$ cat config.mk
export PLATFORM = sky130hd
export DESIGN_NAME = apb_timer_flat
export DESIGN_NICKNAME = d
export VERILOG_FILES = /design/src/rtl/apb_timer_if.sv /design/src/rtl/apb_timer.sv /design/src/flat_wrapper.sv
export SDC_FILE = /design/constraint.sdc
export NUM_CORES = 1
export LEC_CHECK = 0
export ABC_AREA = 1
export BUFFER_PORTS_ARGS = -buffer_cell sky130_fd_sc_hd__buf_2
export CAP_MARGIN = 20
export CORE_MARGIN = 10
export CORE_UTILIZATION = 40
export DETAILED_ROUTE_END_ITERATION = 16
export GPL_ROUTABILITY_DRIVEN = 0
export PLACE_DENSITY_LB_ADDON = 0.08
export SLEW_MARGIN = 40
export SYNTH_ARGS = -nofsm -noshare
export SYNTH_HDL_FRONTEND = slang
export SYNTH_SLANG_ARGS = --single-unit
$ cat constraint.sdc
create_clock -name clk -period 2.8 [get_ports clk]
set_input_delay 0.14 -clock clk [delete_from_list [all_inputs] [get_ports clk]]
set_output_delay 0.14 -clock clk [all_outputs]
set_load 0.05 [all_outputs]
$ cat src/rtl/apb_timer_if.sv
// APB bus bundle between the requester and the timer completer.
interface apb_timer_if;
    logic        PSEL;
    logic        PENABLE;
    logic        PWRITE;
    logic [31:0] PADDR;
    logic [31:0] PWDATA;
    logic [31:0] PRDATA;
    logic        PREADY;

    modport master (
        output PSEL, PENABLE, PWRITE, PADDR, PWDATA,
        input  PRDATA, PREADY
    );

    modport slave (
        input  PSEL, PENABLE, PWRITE, PADDR, PWDATA,
        output PRDATA, PREADY
    );
endinterface

$ cat src/rtl/apb_timer.sv
// APB timer: 32-bit prescaled up-counter with compare match, optional
// auto-reload or one-shot stop, and a level interrupt.
module apb_timer #(
    parameter int PS_W    = 16,
    parameter int RD_WAIT = 1
) (
    input  logic       clk,
    input  logic       rst,
    apb_timer_if.slave bus,
    output logic       irq
);
    localparam logic [2:0] A_CTRL     = 3'd0;
    localparam logic [2:0] A_PRESCALE = 3'd1;
    localparam logic [2:0] A_COMPARE  = 3'd2;
    localparam logic [2:0] A_COUNT    = 3'd3;
    localparam logic [2:0] A_STATUS   = 3'd4;

    // ctrl: [0] EN, [1] AUTO_RELOAD, [2] IRQ_EN
    logic [2:0]      ctrl_q, ctrl_d;
    logic [PS_W-1:0] prescale_q, prescale_d;
    logic [31:0]     compare_q, compare_d;
    logic [31:0]     count_q, count_d;
    logic            match_q, match_d;
    logic [PS_W-1:0] pre_cnt_q, pre_cnt_d;
    logic            rd_wait_q, rd_wait_d;
    logic [31:0]     prdata_q, prdata_d;

    logic [2:0]      reg_sel;
    logic            rd_access;
    logic            rd_stall;
    logic            pready;
    logic            wr_en;
    logic            tick;
    logic            match_set;
    logic            match_clr;
    logic [31:0]     rdata;
    logic            unused_bits;

    assign reg_sel   = bus.PADDR[4:2];
    assign rd_access = bus.PSEL & bus.PENABLE & ~bus.PWRITE;
    // First cycle of a read access stalls when a wait state is configured.
    assign rd_stall  = (RD_WAIT != 0) && rd_access && !rd_wait_q;
    // Reset forces a ready bus so an abandoned read never hangs the requester.
    assign pready    = !rd_stall || !rst;
    assign wr_en     = bus.PSEL & bus.PENABLE & bus.PWRITE & pready;
    assign tick      = ctrl_q[0] && (pre_cnt_q == prescale_q);

    assign bus.PREADY = pready;
    assign bus.PRDATA = ((RD_WAIT == 0) && rd_access) ? rdata : prdata_q;
    assign irq        = match_q & ctrl_q[2];

    assign unused_bits = &{1'b0, bus.PADDR[31:5], bus.PADDR[1:0], bus.PWDATA};

    // Register read multiplexer; unmapped offsets read as zero.
    always_comb begin
        rdata = '0;
        case (reg_sel)
            A_CTRL:     rdata[2:0]      = ctrl_q;
            A_PRESCALE: rdata[PS_W-1:0] = prescale_q;
            A_COMPARE:  rdata           = compare_q;
            A_COUNT:    rdata           = count_q;
            A_STATUS:   rdata[0]        = match_q;
            default:    rdata           = '0;
        endcase
    end

    // Next state: counting first, then APB writes so the bus wins conflicts.
    always_comb begin
        ctrl_d     = ctrl_q;
        prescale_d = prescale_q;
        compare_d  = compare_q;
        count_d    = count_q;
        pre_cnt_d  = pre_cnt_q;
        rd_wait_d  = 1'b0;
        prdata_d   = prdata_q;
        match_set  = 1'b0;
        match_clr  = 1'b0;

        // Prescaler runs only while enabled and is parked at zero otherwise.
        if (ctrl_q[0]) begin
            pre_cnt_d = tick ? '0 : pre_cnt_q + PS_W'(1);
        end else begin
            pre_cnt_d = '0;
        end

        if (tick) begin
            if (count_q == compare_q) begin
                match_set = 1'b1;
                if (ctrl_q[1]) begin
                    count_d = '0;
                end else begin
                    ctrl_d[0] = 1'b0;
                end
            end else begin
                count_d = count_q + 32'd1;
            end
        end

        if (wr_en) begin
            case (reg_sel)
                A_CTRL: begin
                    ctrl_d = bus.PWDATA[2:0];
                    if (!bus.PWDATA[0]) begin
                        pre_cnt_d = '0;
                    end
                end
                A_PRESCALE: begin
                    prescale_d = bus.PWDATA[PS_W-1:0];
                    pre_cnt_d  = '0;
                end
                A_COMPARE: compare_d = bus.PWDATA;
                A_COUNT:   count_d   = bus.PWDATA;
                A_STATUS:  match_clr = bus.PWDATA[0];
                default:   ;
            endcase
        end

        // A new match overrides a simultaneous write-1-to-clear.
        match_d = (match_q & ~match_clr) | match_set;

        // Capture read data on the first access cycle; the wait flag lasts
        // exactly one cycle so each read takes SETUP + 2 cycles.
        if (rd_access) begin
            if (!rd_wait_q) begin
                prdata_d = rdata;
            end
            if (RD_WAIT != 0) begin
                rd_wait_d = ~rd_wait_q;
            end
        end
    end

    // State registers with asynchronous active-low reset.
    always_ff @(posedge clk or negedge rst) begin
        if (!rst) begin
            ctrl_q     <= '0;
            prescale_q <= '0;
            compare_q  <= '0;
            count_q    <= '0;
            match_q    <= 1'b0;
            pre_cnt_q  <= '0;
            rd_wait_q  <= 1'b0;
            prdata_q   <= '0;
        end else begin
            ctrl_q     <= ctrl_d;
            prescale_q <= prescale_d;
            compare_q  <= compare_d;
            count_q    <= count_d;
            match_q    <= match_d;
            pre_cnt_q  <= pre_cnt_d;
            rd_wait_q  <= rd_wait_d;
            prdata_q   <= prdata_d;
        end
    end
endmodule

$ cat src/flat_wrapper.sv
// flat-port wrapper written by rule: the top's interface ports become plain ports
module apb_timer_flat 
#(
    parameter int PS_W    = 16,
    parameter int RD_WAIT = 1
)
  (clk, rst, irq, bus_PSEL, bus_PENABLE, bus_PWRITE, bus_PADDR, bus_PWDATA, bus_PRDATA, bus_PREADY);
  apb_timer_if bus_i ();
  input  logic clk;
  input  logic rst;
  output logic irq;
  input wire logic [$bits(bus_i.PSEL)-1:0] bus_PSEL;
  input wire logic [$bits(bus_i.PENABLE)-1:0] bus_PENABLE;
  input wire logic [$bits(bus_i.PWRITE)-1:0] bus_PWRITE;
  input wire logic [$bits(bus_i.PADDR)-1:0] bus_PADDR;
  input wire logic [$bits(bus_i.PWDATA)-1:0] bus_PWDATA;
  output wire logic [$bits(bus_i.PRDATA)-1:0] bus_PRDATA;
  output wire logic [$bits(bus_i.PREADY)-1:0] bus_PREADY;
  assign bus_i.PSEL = bus_PSEL;
  assign bus_i.PENABLE = bus_PENABLE;
  assign bus_i.PWRITE = bus_PWRITE;
  assign bus_i.PADDR = bus_PADDR;
  assign bus_i.PWDATA = bus_PWDATA;
  assign bus_PRDATA = bus_i.PRDATA;
  assign bus_PREADY = bus_i.PREADY;
  apb_timer #(.PS_W(PS_W), .RD_WAIT(RD_WAIT)) u_core (.clk(clk), .rst(rst), .bus(bus_i), .irq(irq));
endmodule
==> results_dict.tcl, run 1 <==
set metrics [dict create \
    status "finished, final reports clean" \
    ctsResizeCount 0 \
    dp.final_hpwl_um 20240 \
    skew_ps 8.408 \
    power_mw 8.722 \
    grt_util_all_layers_pct 19.67 \
    antenna_found_initial 0 \
    dr.pass1.iters 5 \
    cts_buffers 17 \
    post_cts_buffers 0 \
    first_iter_violations 762 \
    cp-startpoint "u_core.prescale_q[14]$_DFFE_PN0P_" \
    critical_path_peak_fanout 11 \
    ir_drop_mv 0.4514 \
    first_global_vias 7956 \
    worst_slew_pin_slew_ps 747.1 \
    ys_types 39 \
    clock.fmax_mhz 423.9 \
    io_pins 103 \
    r2r_start "u_core.prescale_q[14]$_DFFE_PN0P_" \
    io_buffers 73 \
    start_util_pct 40.39 \
    synth_cells 1251 \
    finalCritPeriodShare_pct 84.26 \
    grt_max_degree 90 \
    nNetsFinal 1394 \
    relSlewSlack_pct 50.06 \
    final_hold_viol_count 0 \
    final_common_cell "nand2_1" \
    cts_tree "yes" \
    synth-async-reset-ratio_pct 100.0 \
    diodes 0 \
    grt_pass1_wl_um 44680 \
    drv_cap 0 \
    final_area_mm2 0.01011 \
    core_mm2 0.02162 \
    synth_area_mm2 0.008733 \
    cp.arrival_ps 2670 \
    cts_sinks 133 \
    drive_above_1_share_pct 14.15 \
    power_leakage_nw 4.882 \
    die_h_um 167.8 \
    synth_edf_count 0 \
    grt_setup_unrepaired "no" \
    most-common-layout-cells "nand2_1 (346), nor2_1 (167), dfrtp_1 (133)" \
    via_count 8156 \
    vias_per_cell 5.047 \
    period_needed_ps 2359 \
    slew_violations 0 \
    clkTransAtPathRegs_ps 60 \
    ys_seq_elements 133 \
    synth_area_per_cell_um2 6.981 \
    ys.flop_type "dfrtp_1" \
    die_w_um 167.8 \
    cts-root-buf "clkbuf_16" \
    seq_area_frac_synth_pct 38.11 \
    worstSetupStartpointType "flop" \
    placed_cell_area_mm2 0.009289 \
    power.density_mw_per_mm2 862.8 \
    ant_nets 0 \
    routed_wl_um 27660 \
    overflow 0 \
    cts.path.max_buffers 2 \
    wire_per_inst_um 17.12 \
    syn_to_final_growth_pct 15.76 \
    end_kind "flop" \
    setup_viol 0 \
    drcViolationCount 0 \
    min_from "bus_PWDATA[6]" \
    hp-class "input pin to flop" \
    required_ps 3110 \
    syn_nets 1322 \
    setup_tns_ps 0 \
    clock_latency_ps 430 \
    cts_hold_buf 21 \
    die-area_mm2 0.02814 \
    htree_levels 4 \
    critPathKind "flop to flop" \
    yosys_warnings 0 \
    core.rowCount 54 \
]
state kept, by name (all words and copies together) (netlist names):
| name | count |
|---|---|
| u_core.bus.PRDATA | 32 |
| u_core.compare_q | 32 |
| u_core.count_q | 32 |
| u_core.pre_cnt_q | 16 |
| u_core.prescale_q | 16 |
| u_core.ctrl_q | 3 |
| u_core.match_q | 1 |
| u_core.rd_wait_q | 1 |
critical path: stages, from the launching register on:
cell	delay, ps
dfrtp_1	410
xnor2_1	300
nand3_1	140
nor2_1	160
nand3_1	560
buf_4	430
a21oi_1	170
a21oi_2	70
cell usage after synthesis, types with 11 or more instances:
library cell | n | area [um2]
nand2_1 | 347 | 1303
nor2_1 | 167 | 626.9
dfrtp_1 | 133 | 3328
inv_1 | 127 | 476.7
nand3_1 | 86 | 430.4
a21oi_1 | 82 | 410.4
o21ai_0 | 59 | 295.3
xor2_1 | 36 | 315.3
buf_2 | 27 | 135.1
a22oi_1 | 24 | 180.2
xnor2_1 | 23 | 201.4
clkbuf_1 | 17 | 63.81
mux2_2 | 17 | 191.4
inv_2 | 12 | 45.04
nand4_1 | 11 | 68.82
final timing paths:
kind	to	slack (ps)	cells after the start
min reg2reg	u_core.prescale_q[11]$_DFFE_PN0P_	500	2
min	u_core.count_q[6]$_DFF_PN0_	10	3
max	u_core.count_q[20]$_DFF_PN0_	440	7
max in group asynchronous	u_core.compare_q[31]$_DFFE_PN0P_	1870	3
max reg2reg	u_core.count_q[20]$_DFF_PN0_	440	7
min in group asynchronous	u_core.ctrl_q[0]$_DFF_PN0_	160	2
routing by layer:
| layer | wire, um | vias to the layer above | track usage, % | share of wire, % |
|---|---|---|---|---|
| met1 | 14240 | 3780 | 29.72 | 51 |
| met5 | 0 | - | 0 | 0 |
| li1 | - | 4106 | - | - |
| met4 | 353 | 0 | 4.958 | 1.3 |
| met3 | 1560 | 25 | 3.464 | 5.6 |
| met2 | 11500 | 245 | 28.03 | 42 |
where the power goes:
part	leakage (nW)	switching (mW)	internal (mW)
registers	1.68	0.717	2.40
logic	2.91	2.07	1.18
clock network	0.294	0.906	1.45
total	4.88	3.69	5.03
cells by family after synthesis:
logic type	synth area share, %
XOR/XNOR	6.289
AND/OR/NAND/NOR	31.38
multiplexers	2.192
flip-flops	38.11
buffers and inverters	10.50
adder cells (fa/ha/maj)	0.2865
AO/OA/AOI/OAI	11.25
stage by stage:
step                      instances  setup slack [ps]  hold slack, ps  utilization (%)
after global placement         1563             502.9           40.56            42.96
after global routing           1616             310.8           19.66            46.76
after floorplan                1251              1139          -155.6                -
after CTS                      1616             441.9           2.873            46.76
final                          1616             440.7           9.757            46.76
after detailed placement       1563             480.6           43.30            42.96
layout make-up:
class	count	area (um2)
Clock inverter	11	150.1
Sequential cell	133	3328
Multi-Input combinational cell	913	4508
Fill cell	2290	11510
Inverter	140	525.5
Clock buffer	21	460.4
Tap cell	280	350.3
Timing Repair Buffer	118	787.0
(Power assumes the default switching activity.)
==> run 2, diff against run 1 <==
--- a/config.mk
+++ b/config.mk
@@ -5,7 +5,7 @@
 export SDC_FILE = /design/constraint.sdc
 export NUM_CORES = 1
 export LEC_CHECK = 0
-export ABC_AREA = 1
+export ABC_AREA = 0
 export BUFFER_PORTS_ARGS = -buffer_cell sky130_fd_sc_hd__buf_2
 export CAP_MARGIN = 20
 export CORE_MARGIN = 10
==> constraint.sdc (replaced) <==
create_clock -name clk -period 2.12 [get_ports clk]
set_input_delay 0.106 -clock clk [delete_from_list [all_inputs] [get_ports clk]]
set_output_delay 0.106 -clock clk [all_outputs]
set_load 0.05 [all_outputs]
==> run 2 against run 1 <==
Net effect: combinational power down 3%; critical endpoint is now u_core.count_q[11]$_DFF_PN0_; the flow now finishes with violations (negative setup slack); critical path depth up 1; die area down 16%; critical path type unchanged; synthesized cell count down 42%.
==> results_dict.tcl, run 2 <==
set metrics [dict create \
    status "finished, violations left" \
    violations "negative setup slack" \
    syn_nets 794 \
    fin_ws_ps -320.1 \
    seq_area_frac_synth_pct 46.25 \
    grt_max_degree 72 \
    cp-startpoint "u_core.pre_cnt_q[2]$_DFF_PN0_" \
    first_global_vias 7012 \
    final_common_cell "buf_4" \
    worstSetupStartpointType "flop" \
    critPathKind "flop to flop" \
    period_needed_ps 2440 \
    required_ps 2420 \
    routed_wl_um 24500 \
    ys.flop_type "dfrtp_1" \
    critical_path_peak_fanout 8 \
    ys_seq_elements 133 \
    drcViolationCount 0 \
    setup_viol 33 \
    hp-class "input pin to async pin" \
    vias_per_cell 5.501 \
    dp_cells 1137 \
    cts_sinks 133 \
    power_leakage_nw 4.780 \
    clkTransAtPathRegs_ps 60 \
    ys_types 60 \
    power.density_mw_per_mm2 887.9 \
    die-area_mm2 0.02375 \
    io_buffers 73 \
    finalCritPeriodShare_pct 115.1 \
    synth_area_per_cell_um2 9.952 \
    synth_cells 723 \
    yosysMostFrequentCell "dfrtp_1" \
    clock_latency_ps 420 \
    yosysTopAreaCellShare_pct 46.25 \
    ys_top_cells_by_area "dfrtp_1 (46%), mux2_2 (9.4%), xnor2_1 (4.7%)" \
    regToRegSetupSlack_ps -320 \
    io_pins 103 \
    grt_util_all_layers_pct 20.21 \
    cts-root-buf "clkbuf_16" \
    via_count 6728 \
    most-common-layout-cells "buf_4 (172), dfrtp_1 (129), buf_2 (72)" \
    synth_area_mm2 0.007196 \
    r2r_start "u_core.pre_cnt_q[2]$_DFF_PN0_" \
    start_util_pct 41.17 \
    core.rowCount 48 \
    final_util_pct 60.03 \
    grt_setup_unrepaired "yes" \
    synth-async-reset-ratio_pct 100.0 \
    final_hold_viol_count 0 \
    skew_ps 7.133 \
    drv_cap 0 \
    netlist_top_cells_count "dfrtp_1 (133), nand2_1 (68), nor2_1 (68)" \
    antenna_found_initial 0 \
    htree_levels 4 \
    die_h_um 154.1 \
    yosys_warnings 0 \
    cts_buffers 17 \
    relSlewSlack_pct 61.22 \
    endpoint "u_core.count_q[11]$_DFF_PN0_" \
    syn_to_final_growth_pct 45.80 \
    cp.arrival_ps 2740 \
    overflow 0 \
    ir_drop_mv 0.7502 \
    first_iter_violations 459 \
    end_kind "flop" \
    drive_above_1_share_pct 43.29 \
    worst_slew_pin_slew_ps 581.8 \
    dr.pass1.iters 5 \
    setup_tns_ps -5662 \
    wire_per_inst_um 20.03 \
    dp.final_hpwl_um 18070 \
    clock.fmax_mhz 409.8 \
    instances_no_fill 1223 \
    core_mm2 0.01748 \
    yosys.area.top_type "dfrtp_1" \
    synth_edf_count 0 \
    diodes 0 \
    slew_violations 0 \
    grt_pass1_wl_um 38370 \
    reg2reg_depth 8 \
    cts.path.max_buffers 2 \
    ant_nets 0 \
    die_w_um 154.1 \
    cts_tree "yes" \
    nNetsFinal 1058 \
    reg2reg_to "u_core.count_q[11]$_DFF_PN0_" \
]
run 2: cell families (layout without fill, tap and decap cells):
| logic type | count (synthesis) | in the layout | share of synthesized area, % |
|---|---|---|---|
| AOI/OAI and AO/OA | 120 | 120 | 12.02 |
| xor gates and xnor gates | 62 | 62 | 7.651 |
| adders and majority gates | 2 | 2 | 0.3477 |
| buffers and inverters | 64 | 339 | 3.582 |
| DFF | 133 | 133 | 46.25 |
| muxes | 66 | 66 | 10.61 |
| and+or+nand+nor | 276 | 276 | 19.54 |
run 2: cell type report:
| type | count | area [um2] |
|---|---|---|
| clock inverter | 9 | 80.08 |
| multi-input combinational | 526 | 4006 |
| inverter | 10 | 42.54 |
| timing repair buffer | 299 | 2277 |
| tap | 225 | 281.5 |
| sequential | 133 | 3333 |
| fill | 1469 | 6985 |
| clock buffer | 21 | 470.5 |
run 2: through the flow:
stage	hold slack [ps]	area [um2]	power, mW	setup slack (ps)
after global placement	-1.726	9007	6.241	-305.0
final	130.1	10490	9.315	-320.1
after detailed placement	-1.662	9007	6.284	-375.5
after floorplan	-189.6	7273	4.913	-207.5
after CTS	129.2	10210	9.271	-266.5
after global routing	141.0	10490	9.752	-437.4
run 2: what timing repair did:
action | CTS | global route
setup endpoints to repair | 34 | 50
hold buffers | 33 | 0
resized for setup | 56 | 33
setup buffers | 9 | 14
pin swaps | 27 | 23
endpoints found under the hold margin | 163 | 0
run 2: worst min path at each step:
stage,from,endpoint,cells past startpoint
2_1_floorplan,rst,u_core.bus.PRDATA[0]$_DFFE_PN0N_,0
3_3_place_gp,rst,u_core.compare_q[24]$_DFFE_PN0P_,1
3_5_place_dp,rst,u_core.compare_q[24]$_DFFE_PN0P_,1
4_1_cts,rst,u_core.bus.PRDATA[30]$_DFFE_PN0N_,2
5_1_grt,rst,u_core.compare_q[24]$_DFFE_PN0P_,2
6_report,rst,u_core.compare_q[24]$_DFFE_PN0P_,2
run 2: report_power, final:
part | internal (mW) | total (mW) | switching (mW)
Combinational | 1.51 | 3.14 | 1.64
Sequential | 2.99 | 3.40 | 0.408
Clock | 1.68 | 2.77 | 1.09
Total | 6.18 | 9.32 | 3.14
run 2: critical path: stages (launching register included):
cell	delay, ps
dfrtp_1	410
xor2_2	200
nor4_2	300
nand2_2	90
or4_1	510
buf_4	220
a21o_1	160
a221oi_1	340
o21ai_1	90
run 2: metal layers:
| layer | vias up | part of all wire (%) | track usage [%] |
|---|---|---|---|
| met5 | - | 0 | 0 |
| met4 | 0 | 1.9 | 5.173 |
| met3 | 30 | 4.9 | 4.324 |
| met2 | 169 | 49 | 33.86 |
| met1 | 3384 | 44 | 25.79 |
| li1 | 3145 | - | - |
==> run 3, diff against run 2 <==
--- a/config.mk
+++ b/config.mk
@@ -12,7 +12,7 @@
 export CORE_UTILIZATION = 40
 export DETAILED_ROUTE_END_ITERATION = 16
 export GPL_ROUTABILITY_DRIVEN = 0
-export PLACE_DENSITY_LB_ADDON = 0.08
+export PLACE_DENSITY_LB_ADDON = 0.15
 export SLEW_MARGIN = 40
 export SYNTH_ARGS = -nofsm -noshare
 export SYNTH_HDL_FRONTEND = slang
==> run 3 against run 2 <==
Net effect: the run still ends with negative setup slack left; non-clock buffer count down 6; combinational power about the same; first-iteration DRC count up 4.6%; critical path type unchanged; worst setup slack better by 80 ps; register-to-register slack better by 80 ps; final cell count down 0.33%; critical endpoint is now u_core.count_q[13]$_DFF_PN0_; final area down 0.19%.
==> results_dict.tcl, run 3 (same netlist as run 2, synthesis figures left out) <==
set metrics [dict create \
    status "finished, violations left" \
    violations "negative setup slack" \
    via_count 6755 \
    switchingPower_mw 3.182 \
    routed_wl_um 24270 \
    cts_tree "yes" \
    nNetsFinal 1052 \
    clkTransAtPathRegs_ps 60 \
    p_comb_share_pct 32.3 \
    worst_slew_pin_slew_ps 620.2 \
    io_buffers 73 \
    slew_violations 0 \
    vias_per_cell 5.541 \
    die_h_um 154.1 \
    clockPowerShare_pct 33.0 \
    dp.final_hpwl_um 17880 \
    post-place-ws_ps -399.8 \
    dr.pass1.iters 5 \
    critPathKind "flop to flop" \
    setup_viol 32 \
    clock.fmax_mhz 423.6 \
    power_mw 9.724 \
    setup_tns_ps -4388 \
    diodes 0 \
    p_int_mw 6.541 \
    cts_buffers 17 \
    relSlewSlack_pct 58.65 \
    die-area_mm2 0.02375 \
    clock_latency_ps 430 \
    syn_to_final_growth_pct 45.52 \
    cp.arrival_ps 2660 \
    hp-class "input pin to async pin" \
    grt_pass1_wl_um 39070 \
    worstSetupStartpointType "flop" \
    htree_levels 4 \
    final_hold_viol_count 0 \
    overflow 0 \
    fin_ws_ps -240.5 \
    finalCritPeriodShare_pct 111.3 \
    grt_util_all_layers_pct 20.57 \
    cts-root-buf "clkbuf_16" \
    instances_no_fill 1219 \
    first_global_vias 7055 \
    cts_sinks 133 \
    die_w_um 154.1 \
    required_ps 2420 \
    end_kind "flop" \
    wire_per_inst_um 19.91 \
    io_pins 103 \
    power.density_mw_per_mm2 928.6 \
    cts.path.max_buffers 2 \
    share_seq_of_total_power_pct 34.7 \
    ant_nets 0 \
    final_common_cell "buf_4" \
    antenna_found_initial 0 \
    drv_cap 0 \
    drcViolationCount 0 \
    most-common-layout-cells "buf_4 (168), dfrtp_1 (131), buf_2 (72)" \
    core_mm2 0.01748 \
    ir_drop_mv 0.6100 \
    start_util_pct 41.17 \
    first_iter_violations 480 \
    swShare_pct 32.73 \
    core.rowCount 48 \
    critical_path_peak_fanout 8 \
    dp_cells 1135 \
    period_needed_ps 2360 \
    power_leakage_nw 4.682 \
    drive_above_1_share_pct 42.25 \
    skew_ps 8.461 \
    grt_max_degree 70 \
    grt_setup_unrepaired "yes" \
]
==> run 3: cell count changes in the layout (fill, tap and decap cells not counted), moves of 4 or more <==
cell      delta
xnor2_2      -6
xnor2_1      +6
buf_4        -4
o311ai_2     +5
==> run 3: critical path, stage by stage (launching register included) <==
cell and delay [ps]:
dfrtp_1 400, xnor2_2 250, nand4_1 160, nor4_2 330
buf_4 170, and2_4 160, buf_6 120, or3_4 180
nor4_1 60, or4_1 390
==> run 3: metrics by stage <==
| step | hold slack [ps] | util [%] | cell area [um2] |
|---|---|---|---|
| finish | 74.96 | 59.92 | 10470 |
| global route | 78.93 | 59.92 | 10470 |
| CTS | 60.28 | 58.93 | 10300 |
| detailed placement | -38.40 | 51.45 | 8992 |
| global placement | -38.34 | 51.45 | 8992 |
| floorplan | -189.6 | - | 7273 |
==> run 3: final timing paths <==
kind | startpoint | to | slack (ps) | cells after the start
worst max-delay path | u_core.count_q[24]$_DFF_PN0_ | u_core.count_q[13]$_DFF_PN0_ | -240 | 9
worst min-delay path | rst | u_core.bus.PRDATA[24]$_DFFE_PN0N_ | 70 | 2
worst max register to register | u_core.count_q[24]$_DFF_PN0_ | u_core.count_q[13]$_DFF_PN0_ | -240 | 9
worst min register to register | u_core.bus.PRDATA[0]$_DFFE_PN0N_ | u_core.bus.PRDATA[0]$_DFFE_PN0N_ | 480 | 2
max in group asynchronous | rst | u_core.pre_cnt_q[12]$_DFF_PN0_ | 1170 | 3
min in group clk | bus_PADDR[4] | u_core.match_q$_DFF_PN0_ | 90 | 4
==> run 3: power groups by stage <==
stage	Combinational (mW)	Clock, mW	Sequential [mW]
after detailed placement	2.93	0	3.38
after CTS	3.11	3.27	3.37
final	3.14	3.21	3.37
after global placement	2.89	0	3.36
after floorplan	1.21	0	3.70
after global routing	3.37	3.37	3.43
==> run 3: final cells by class <==
class | instances | area [um2]
Clock inverter | 12 | 175.2
Tap cell | 225 | 281.5
Timing Repair Buffer | 293 | 2228
Multi-Input combinational cell | 526 | 3951
Clock buffer | 20 | 466.7
Sequential cell | 133 | 3331
Inverter | 10 | 37.54
Fill cell | 1536 | 7005
==> run 3: metal layers <==
metal  global-route usage [%]  vias to the layer above  part of all wire (%)
met5                        0                        -                     0
met4                    7.377                        0                   2.1
met3                    5.384                       37                   5.8
met2                    32.80                      218                    48
met1                    26.25                     3374                    44
li1                         -                     3126                     -
==> run 3: timing repair <==
| item | 4_1_cts | 5_1_grt |
|---|---|---|
| gates cloned | 0 | 0 |
| setup buffers | 13 | 7 |
| setup endpoints to repair | 49 | 49 |
| gates resized for setup | 52 | 21 |
| hold buffers | 33 | 0 |
| pin swaps | 23 | 11 |
| hold endpoints to repair | 173 | 0 |
